===== config.mk =====
export PLATFORM = sky130hd
export DESIGN_NAME = pll_config_apb
export DESIGN_NICKNAME = d
export VERILOG_FILES = /design/src/rtl/pll_config_apb.sv
export SDC_FILE = /design/constraint.sdc
export NUM_CORES = 1
export LEC_CHECK = 0
export BUFFER_PORTS_ARGS = -buffer_cell sky130_fd_sc_hd__clkbuf_2
export CAP_MARGIN = 25
export CORE_ASPECT_RATIO = 0.6
export CORE_MARGIN = 5
export CORE_UTILIZATION = 56
export CTS_CLUSTER_SIZE = 8
export DETAILED_ROUTE_END_ITERATION = 8
export HOLD_SLACK_MARGIN = 0.03
export PLACE_DENSITY = 0.82
export SLEW_MARGIN = 0
export SYNTH_ARGS = -nofsm -noshare
export SYNTH_HDL_FRONTEND = slang
export SYNTH_SLANG_ARGS = --single-unit

===== constraint.sdc =====
create_clock -name PCLK -period 2.8 [get_ports PCLK]
set_input_delay 0.56 -clock PCLK [delete_from_list [all_inputs] [get_ports PCLK]]
set_output_delay 0.56 -clock PCLK [all_outputs]
set_load 0.05 [all_outputs]

===== src/rtl/pll_config_apb.sv =====
// APB-programmable PLL divider/multiplier configuration with reset and relock sequencing.
// Optional lock-timeout detection is enabled by defining PLL_CONFIG_LOCK_TIMEOUT_EN.
module pll_config_apb #(
    parameter int XLEN         = 32,
    parameter int RST_CYCLES   = 16,
    parameter int LOCK_TIMEOUT = 4096
) (
    input  logic              PCLK,
    input  logic              PRESETn,
    input  logic              PSEL,
    input  logic              PENABLE,
    input  logic              PWRITE,
    input  logic [7:0]        PADDR,
    input  logic [XLEN-1:0]   PWDATA,
    input  logic [XLEN/8-1:0] PSTRB,
    output logic [XLEN-1:0]   PRDATA,
    output logic              PREADY,
    input  logic              PLLLocked,
    output logic              PLLReset,
    output logic [7:0]        PLLMult,
    output logic [5:0]        PLLDiv,
    output logic [6:0]        PLLOutDiv
);

    typedef enum logic [1:0] {
        S_IDLE = 2'd0,
        S_RST  = 2'd1,
        S_WAIT = 2'd2
    } state_t;

    state_t      state_q, state_d;
    logic [15:0] cnt_q, cnt_d;
    logic [15:0] lockcnt_q, lockcnt_d;
    logic [7:0]  sh_mult_q, sh_mult_d;
    logic [5:0]  sh_div_q, sh_div_d;
    logic [6:0]  sh_odiv_q, sh_odiv_d;
    logic [7:0]  ap_mult_q, ap_mult_d;
    logic [5:0]  ap_div_q, ap_div_d;
    logic [6:0]  ap_odiv_q, ap_odiv_d;
    logic        err_q, err_d;
    logic        pll_reset_q, pll_reset_d;
    logic        sync1_q, sync2_q;

    logic        wr_en, wr_cfg, wr_ctrl, wr_status, go;
    logic        lock_s, busy;
    logic [5:0]  word;
    logic [31:0] rdata;
    logic        unused_bits;

    assign word      = PADDR[7:2];
    assign wr_en     = PSEL & PENABLE & PWRITE;
    assign wr_cfg    = wr_en && (word == 6'd0);
    assign wr_ctrl   = wr_en && (word == 6'd1);
    assign wr_status = wr_en && (word == 6'd2);
    assign go        = wr_ctrl & PSTRB[0] & PWDATA[0];
    assign lock_s    = sync2_q;
    assign busy      = (state_q != S_IDLE);

    assign PREADY    = 1'b1;
    assign PLLReset  = pll_reset_q;
    assign PLLMult   = ap_mult_q;
    assign PLLDiv    = ap_div_q;
    assign PLLOutDiv = ap_odiv_q;

    assign unused_bits = ^{PADDR[1:0], PWDATA, PSTRB};

    always_comb begin
        state_d   = state_q;
        cnt_d     = cnt_q;
        lockcnt_d = lockcnt_q;
        sh_mult_d = sh_mult_q;
        sh_div_d  = sh_div_q;
        sh_odiv_d = sh_odiv_q;
        ap_mult_d = ap_mult_q;
        ap_div_d  = ap_div_q;
        ap_odiv_d = ap_odiv_q;
        err_d     = err_q;

        if (wr_cfg) begin
            if (PSTRB[0]) sh_mult_d = PWDATA[7:0];
            if (PSTRB[1]) sh_div_d  = PWDATA[13:8];
            if (PSTRB[2]) sh_odiv_d = PWDATA[22:16];
        end

`ifdef PLL_CONFIG_LOCK_TIMEOUT_EN
        if (wr_status && PSTRB[0] && PWDATA[2]) err_d = 1'b0;
`else
        err_d = 1'b0;
`endif

        // Timeout set is evaluated after the W1C above so that set wins.
        case (state_q)
            S_IDLE: begin
                if (go) begin
                    ap_mult_d = sh_mult_q;
                    ap_div_d  = sh_div_q;
                    ap_odiv_d = sh_odiv_q;
                    err_d     = 1'b0;
                    cnt_d     = 16'(RST_CYCLES);
                    state_d   = S_RST;
                end
            end
            S_RST: begin
                if (cnt_q <= 16'd1) begin
                    cnt_d   = 16'(LOCK_TIMEOUT);
                    state_d = S_WAIT;
                end else begin
                    cnt_d = cnt_q - 16'd1;
                end
            end
            S_WAIT: begin
                if (lock_s) begin
                    if (lockcnt_q != 16'hFFFF) lockcnt_d = lockcnt_q + 16'd1;
                    state_d = S_IDLE;
                end
`ifdef PLL_CONFIG_LOCK_TIMEOUT_EN
                else if (cnt_q <= 16'd1) begin
                    cnt_d   = '0;
                    err_d   = 1'b1;
                    state_d = S_IDLE;
                end else begin
                    cnt_d = cnt_q - 16'd1;
                end
`endif
            end
            default: state_d = S_IDLE;
        endcase

        pll_reset_d = (state_d == S_RST);
    end

    always_comb begin
        rdata = '0;
        if (PSEL) begin
            case (word)
                6'd0:    rdata = {9'd0, sh_odiv_q, 2'd0, sh_div_q, sh_mult_q};
                6'd2:    rdata = {26'd0, state_q, 1'b0, err_q, lock_s, busy};
                6'd3:    rdata = {16'd0, lockcnt_q};
                default: rdata = '0;
            endcase
        end
        PRDATA        = '0;
        PRDATA[31:0]  = rdata;
    end

    always_ff @(posedge PCLK) begin
        if (!PRESETn) begin
            state_q     <= S_IDLE;
            cnt_q       <= '0;
            lockcnt_q   <= '0;
            sh_mult_q   <= 8'd20;
            sh_div_q    <= 6'd1;
            sh_odiv_q   <= 7'd2;
            ap_mult_q   <= 8'd20;
            ap_div_q    <= 6'd1;
            ap_odiv_q   <= 7'd2;
            err_q       <= 1'b0;
            pll_reset_q <= 1'b0;
            sync1_q     <= 1'b0;
            sync2_q     <= 1'b0;
        end else begin
            state_q     <= state_d;
            cnt_q       <= cnt_d;
            lockcnt_q   <= lockcnt_d;
            sh_mult_q   <= sh_mult_d;
            sh_div_q    <= sh_div_d;
            sh_odiv_q   <= sh_odiv_d;
            ap_mult_q   <= ap_mult_d;
            ap_div_q    <= ap_div_d;
            ap_odiv_q   <= ap_odiv_d;
            err_q       <= err_d;
            pll_reset_q <= pll_reset_d;
            sync1_q     <= PLLLocked;
            sync2_q     <= sync1_q;
        end
    end

endmodule


==> reports/metrics.csv, run 1 <==
stage,metric,value,unit
power_and_ir_drop,p_per_area,541,nW/µm²
setup_path,cp_slowest_cell,and2_1,
setup_path,slowest_delay,0.43,ns
cells_and_area,area_growth,20.8,%
synth,ys_ff_latch,79,
synth,synth_edf_count,0,
setup_path,crit_fanout,10,
routing,drt_iter0_drc,281,
synth,synth_most_common_cell,dfxtp_1,
cts,cts_resized,0,
setup_path,worstPathRequired,2.24,ns
cts,clock_latency,0.34,ns
timing,fin_crit,2.56,ns
outcome,outcome,finished clean,
setup_path,crit_family,simple AND/OR/NAND/NOR gates,
timing,setup_ws,0.244,ns
setup_path,worst_ep_arrival_time,2.00,ns
setup_path,crit_type,primary input to output pin,
synth,syn_avg_cell_area,8.47,µm²
synth,synth_area_leaders,"dfxtp_1 41%, nand2_1 7.5%, nand3_1 3.9%",
worst_hold_path,hold_path.class,primary input to flop,
synth,synth_cell_type_count,60,
timing,max_freq,391,MHz
timing,tns,0,ns
routing,drc,0,
cts,cts.sinks,79,
cells_and_area,final_nets,578,
placed_design,io_buffers,80,
placed_design,gp_congestion,0.939,
cts,clk_path_buf_depth,2,
global_routing,antenna_found_initial,0,
routing,post_drt_wl_per_cell,15.9,µm
setup_path,path_buf_inv,2,
job,max_cap_viol_count,0,
placed_design,dp_slack,0.265,ns
timing,rsz0062_at_grt,no,
cells_and_area,seqCellArea,1580,µm²
cts,htree_num_levels,3,
timing,hold_viol,0,
synth,synth_ff_type,dfxtp_1,
floorplan,dieArea,8650,µm²
cts,path_clk_slew,0.06,ns
cells_and_area,multi_input_area,2080,µm²
placed_design,dpl.hpwl,7.06,mm
routing,vias_per_cell,5.74,
cts,cts_post_setup_buffers_inserted,0,
floorplan,fp.dieW,117,µm
timing,setup_viol,0,
floorplan,core_area,6650,µm²
setup_path,cp_common_cell,clkbuf_2,
synth,synth_common_cells,"79 x dfxtp_1, 77 x nand2_1, 32 x nor2_1",
floorplan,fp-row-count,23,
synth,synth_top_cell_area_share,0.413,
floorplan,num_io_pins,105,
global_routing,grt_pass1_wl,15.9,mm
cts,cts_made_buffers,9,
setup_path,crit_path_end_kind,output pin,
routing,dr_total_vias,3541,
floorplan,initial_core_util,0.576,
synth,async_reset_ff_frac,0,
setup_path,critPathLaunchType,primary input,
timing,skew,0.00557,ns
cts,root_buffer,clkbuf_16,
synth,ys_seq_area_frac,0.413,
cells_and_area,fillers,508,
synth,yosys_warnings,0,
cts,holdBufCountCts,0,
floorplan,die_h,74.1,µm
cts,cts_tree,done,
timing,slew_headroom,0.558,
cells_and_area,antenna-diode-count,0,
synth,syn_area,3830,µm²
synth,syn_inst,452,
global_routing,grtUsageTotal,0.236,
power_and_ir_drop,peakVddDrop,491,µV
power_and_ir_drop,power_leakage,1.95,nW
routing,antenna_left,0,
cells_and_area,utilization,0.696,
synth,synth_area_leader_cell,dfxtp_1,
cells_and_area,drive_above_1_share,0.223,
global_routing,grt_pass1_vias,3310,
timing,worst_slew_pin_slew,0.661,ns
global_routing,grt_max_degree,40,
setup_path,crit_chain,clkbuf_2 -> nor3b_1 -> and2_1 -> and3_1 -> clkbuf_2,
timing,fin_crit_sh,0.913,
routing,firstDrtPassIters,5,
routing,postRouteWirelength,9.81,mm
timing,slew_violations,0,
global_routing,grt-ovfl-total,0,
[per-layer routing]
metal,track usage,vias to the layer above,share of wire
met5,0,-,0
met4,0.0712,0,0.0090
met3,0.0935,11,0.093
met2,0.353,136,0.44
met1,0.318,1677,0.45
li1,-,1717,-
[registers in the layout, indices dropped and copies added (netlist names)]
register	cells
PLLMult	8
PLLReset	1
PLLOutDiv	7
cnt_q	16
PLLDiv	6
sync1_q	1
sh_div_q	6
sh_mult_q	8
sh_odiv_q	7
lockcnt_q	16
state_q	2
lock_s	1
[cell usage in the layout, fill, tap and decap left out, types with 3 or more instances in the layout]
cell       synthesis  routed
dfxtp_1           79      79
nand2_1           77      77
clkbuf_2           0      76
nor2_1            32      32
nand3_1           30      30
and2_1            16      16
a21boi_0          15      15
and3_1            14      14
a22oi_1           14      14
a21boi_1          13      13
xnor2_1           10      10
conb_1             2      10
mux2i_1            9       9
clkbuf_16          0       9
nor2b_1            8       8
nor3_1             8       8
o21ai_0            8       8
buf_4             10       7
xor2_1             6       6
inv_1              5       5
nand2b_1           5       5
mux2_2             4       4
nand4_1            4       4
o21a_1             4       4
a31oi_1            4       4
o211ai_1           4       4
o31ai_1            4       4
buf_12             0       4
nor4_1             3       3
and4_1             3       3
ha_1               3       3
[final timing paths]
kind | startpoint | cells past startpoint | slack [ns] | end
hold reg to reg | PLLOutDiv[0]$_SDFFE_PN0P_ | 2 | 0.45 | PLLOutDiv[0]$_SDFFE_PN0P_
hold / removal | PLLLocked | 2 | 0.43 | sync1_q$_SDFF_PN0_
setup / recovery | PADDR[5] | 5 | 0.24 | PRDATA[20]
setup reg to reg | cnt_q[0]$_SDFFE_PN0P_ | 7 | 0.74 | cnt_q[10]$_SDFFE_PN0P_
[power breakdown]
group	leakage (nW)	switching [W]	internal (W)	total (W)
registers	0.637	0.00000109	0.00113	0.00113
logic	1.15	0.0000772	0.0000372	0.000114
clock network	0.157	0.000476	0.000787	0.00126
[worst reg2reg max path: cells and delay by family (launching register included)]
| kind | cells | cell delay (ns) |
|---|---|---|
| AO/OA/AOI/OAI | 3 | 0.80 |
| adder cells (fa/ha/maj) | 1 | 0.29 |
| buffers and inverters | 1 | 0.07 |
| flip-flops | 1 | 0.44 |
| AND/OR/NAND/NOR | 2 | 0.37 |
[metrics by stage]
step | cell area [µm²] | hold WS (ns) | instances | total power [W]
2_1_floorplan | 3860 | 0.412 | 460 | 0.00124
3_3_place_gp | 4310 | 0.424 | 601 | 0.00126
3_5_place_dp | 4310 | 0.444 | 601 | 0.00126
4_1_cts | 4630 | 0.420 | 617 | 0.00252
5_1_grt | 4630 | 0.446 | 617 | 0.00259
6_report | 4630 | 0.431 | 617 | 0.00250
[cell families after synthesis]
logic type,after synthesis,synth area share
other,2,0.00196
buffers and inverters,38,0.0510
AND/OR/NAND/NOR,217,0.285
XOR/XNOR,16,0.0366
adder cells (fa/ha/maj),3,0.00980
AO/OA/AOI/OAI,84,0.167
flip-flops,79,0.413
multiplexers,13,0.0353
[area by class of cell]
| type | instances | share of cell area |
|---|---|---|
| Clock buffer | 10 | 0.0495 |
| Multi-Input combinational cell | 343 | 0.450 |
| Tap cell | 87 | 0.0235 |
| Sequential cell | 79 | 0.342 |
| Timing Repair Buffer | 87 | 0.111 |
| Clock inverter | 6 | 0.0197 |
| Inverter | 5 | 0.00406 |
(Power assumes the default switching activity.)
==> run 2, diff against run 1 <==
--- a/config.mk
+++ b/config.mk
@@ -5,11 +5,12 @@
 export SDC_FILE = /design/constraint.sdc
 export NUM_CORES = 1
 export LEC_CHECK = 0
+export ABC_AREA = 1
 export BUFFER_PORTS_ARGS = -buffer_cell sky130_fd_sc_hd__clkbuf_2
 export CAP_MARGIN = 25
 export CORE_ASPECT_RATIO = 0.6
 export CORE_MARGIN = 5
-export CORE_UTILIZATION = 56
+export CORE_UTILIZATION = 57
 export CTS_CLUSTER_SIZE = 8
 export DETAILED_ROUTE_END_ITERATION = 8
 export HOLD_SLACK_MARGIN = 0.03
==> reports/metrics.csv, run 2 <==
stage,metric,value,unit
setup_path,worstPathRequired,2.24,ns
synth,yosys_warnings,0,
setup_path,critPathLaunchType,primary input,
timing,slew_headroom,0.577,
cts,cts_resized,0,
synth,syn_area,3980,µm²
placed_design,dpl.hpwl,8.37,mm
routing,drt_iter0_drc,411,
routing,postRouteWirelength,11.3,mm
cts,cts_made_buffers,9,
cts,root_buffer,clkbuf_16,
floorplan,dieArea,8810,µm²
global_routing,grtUsageTotal,0.266,
setup_path,cp_slowest_cell,nor2_1,
cells_and_area,multi_input_area,2030,µm²
routing,vias_per_cell,5.53,
synth,async_reset_ff_frac,0,
synth,synth_edf_count,0,
cts,path_clk_slew,0.05,ns
global_routing,grt_pass1_wl,18.7,mm
cells_and_area,seqCellArea,1580,µm²
routing,dr_total_vias,4007,
synth,synth_most_common_cell,nand2_1,
cts,clock_latency,0.34,ns
floorplan,num_io_pins,105,
timing,worst_slew_pin_slew,0.634,ns
floorplan,fp-row-count,23,
global_routing,antenna_found_initial,0,
cells_and_area,area_growth,16.9,%
cts,cts_tree,done,
cells_and_area,final_common_cell,nand2_1,
routing,drc,0,
cts,cts.sinks,79,
synth,ys_seq_area_frac,0.397,
synth,syn_avg_cell_area,7.11,µm²
timing,tns,0,ns
timing,setup_viol,0,
job,max_cap_viol_count,0,
synth,synth_ff_type,dfxtp_1,
setup_path,cp_common_cell,nor2_1,
global_routing,grt-ovfl-total,0,
cts,clk_path_buf_depth,2,
synth,synth_cell_type_count,36,
cts,cts_post_setup_buffers_inserted,0,
cells_and_area,final_nets,687,
timing,rsz0062_at_grt,no,
cells_and_area,drive_above_1_share,0.199,
setup_path,worst_ep_arrival_time,2.02,ns
cts,htree_num_levels,3,
routing,post_drt_wl_per_cell,15.6,µm
power_and_ir_drop,peakVddDrop,482,µV
timing,slew_violations,0,
floorplan,initial_core_util,0.591,
timing,max_freq,387,MHz
floorplan,core_area,6730,µm²
synth,syn_inst,560,
worst_hold_path,hold_path.class,flop to flop,
power_and_ir_drop,p_per_area,491,nW/µm²
synth,ys_ff_latch,79,
placed_design,gp_congestion,0.926,
timing,fin_crit,2.58,ns
routing,antenna_left,0,
timing,skew,0.00755,ns
setup_path,slowest_delay,0.38,ns
routing,firstDrtPassIters,5,
timing,hold_viol,0,
setup_path,crit_fanout,9,
setup_path,crit_path_end_kind,output pin,
global_routing,grt_max_degree,43,
placed_design,io_buffers,80,
placed_design,dp_slack,0.277,ns
cells_and_area,final_cell_mix,"110 x nand2_1, 79 x dfxtp_1, 79 x clkbuf_2",
setup_path,crit_chain,clkbuf_2 -> nor2_1 -> nand2_1 -> nor2_1 -> buf_4 -> a22oi_1 -> nor2_1 -> clkbuf_2,
cells_and_area,antenna-diode-count,0,
synth,synth_area_leaders,"dfxtp_1 40%, nand2_1 10%, a21oi_1 6.7%",
setup_path,crit_type,primary input to output pin,
cts,holdBufCountCts,0,
global_routing,grt_pass1_vias,3794,
outcome,outcome,finished clean,
synth,synth_area_leader_cell,dfxtp_1,
timing,setup_ws,0.218,ns
synth,synth_top_cell_area_share,0.397,
synth,synth_common_cells,"110 x nand2_1, 79 x dfxtp_1, 59 x nor2_1",
cells_and_area,fillers,569,
timing,fin_crit_sh,0.922,
timing,holdWs,0.423,ns
cells_and_area,largestRegisters,"cnt_q (16), lockcnt_q (16)",
power_and_ir_drop,power_leakage,2.03,nW
floorplan,die_h,74.7,µm
floorplan,fp.dieW,118,µm
## run 2: cell count changes in the layout (fill, tap and decap cells not counted), moves of 16 or more
| cell | delta |
|---|---|
| a21oi_1 | +51 |
| inv_1 | +49 |
| o21ai_0 | +38 |
| nand2_1 | +33 |
| nor2_1 | +27 |
| and2_1 | -16 |
## run 2: where the power goes
group          switching [W]  total (W)  internal (W)
registers         0.00000112    0.00113       0.00113
clock network       0.000438    0.00105      0.000614
logic              0.0000786   0.000105     0.0000268
total               0.000517    0.00228       0.00177
## run 2: metrics by stage
step,utilization,power [W],cells,cell area (µm²)
floorplan,-,0.00123,568,4010
global placement,0.651,0.00125,710,4390
detailed placement,0.651,0.00126,710,4390
CTS,0.691,0.00229,725,4650
global route,0.691,0.00235,725,4650
finish,0.691,0.00228,725,4650
## run 2: worst paths after layout
path | from | to | slack [ns] | cells past startpoint
setup / recovery | PADDR[5] | PRDATA[9] | 0.22 | 8
hold / removal | sync1_q$_SDFF_PN0_ | lock_s$_SDFF_PN0_ | 0.42 | 2
setup reg to reg | lockcnt_q[1]$_SDFFE_PN0P_ | lockcnt_q[9]$_SDFFE_PN0P_ | 0.89 | 8
hold reg to reg | sync1_q$_SDFF_PN0_ | lock_s$_SDFF_PN0_ | 0.42 | 2
## run 2: logic make-up (layout without fill, tap and decap cells)
group,count (synthesis),in the layout,synth area share
compound gates,132,132,0.190
xor+xnor,16,16,0.0352
fa+ha+maj,3,3,0.00943
buf+inv,89,159,0.101
flops,79,79,0.397
other cells,2,10,0.00189
simple gates,239,239,0.265
## run 2: routing by layer
| metal | part of all wire | track usage | vias to the layer above |
|---|---|---|---|
| met5 | 0 | 0 | - |
| met4 | 0.0055 | 0.0483 | 0 |
| met3 | 0.10 | 0.0773 | 11 |
| li1 | - | - | 1971 |
| met2 | 0.41 | 0.419 | 205 |
| met1 | 0.48 | 0.373 | 1820 |
## run 2: final cells by class
type                    instances  share of cell area
clock buffers                  11              0.0522
clock inverters                 4             0.00484
inverters                      60              0.0484
multi-input cells             400               0.435
flip-flops and latches         79               0.340
well taps                      87              0.0234
repair buffers                 84              0.0958
## run 2: worst max-delay path: cells and delay by family
family,cells,cell delay [ns]
AO/OA/AOI/OAI,1,0.10
buffers and inverters,3,0.63
AND/OR/NAND/NOR,4,0.74
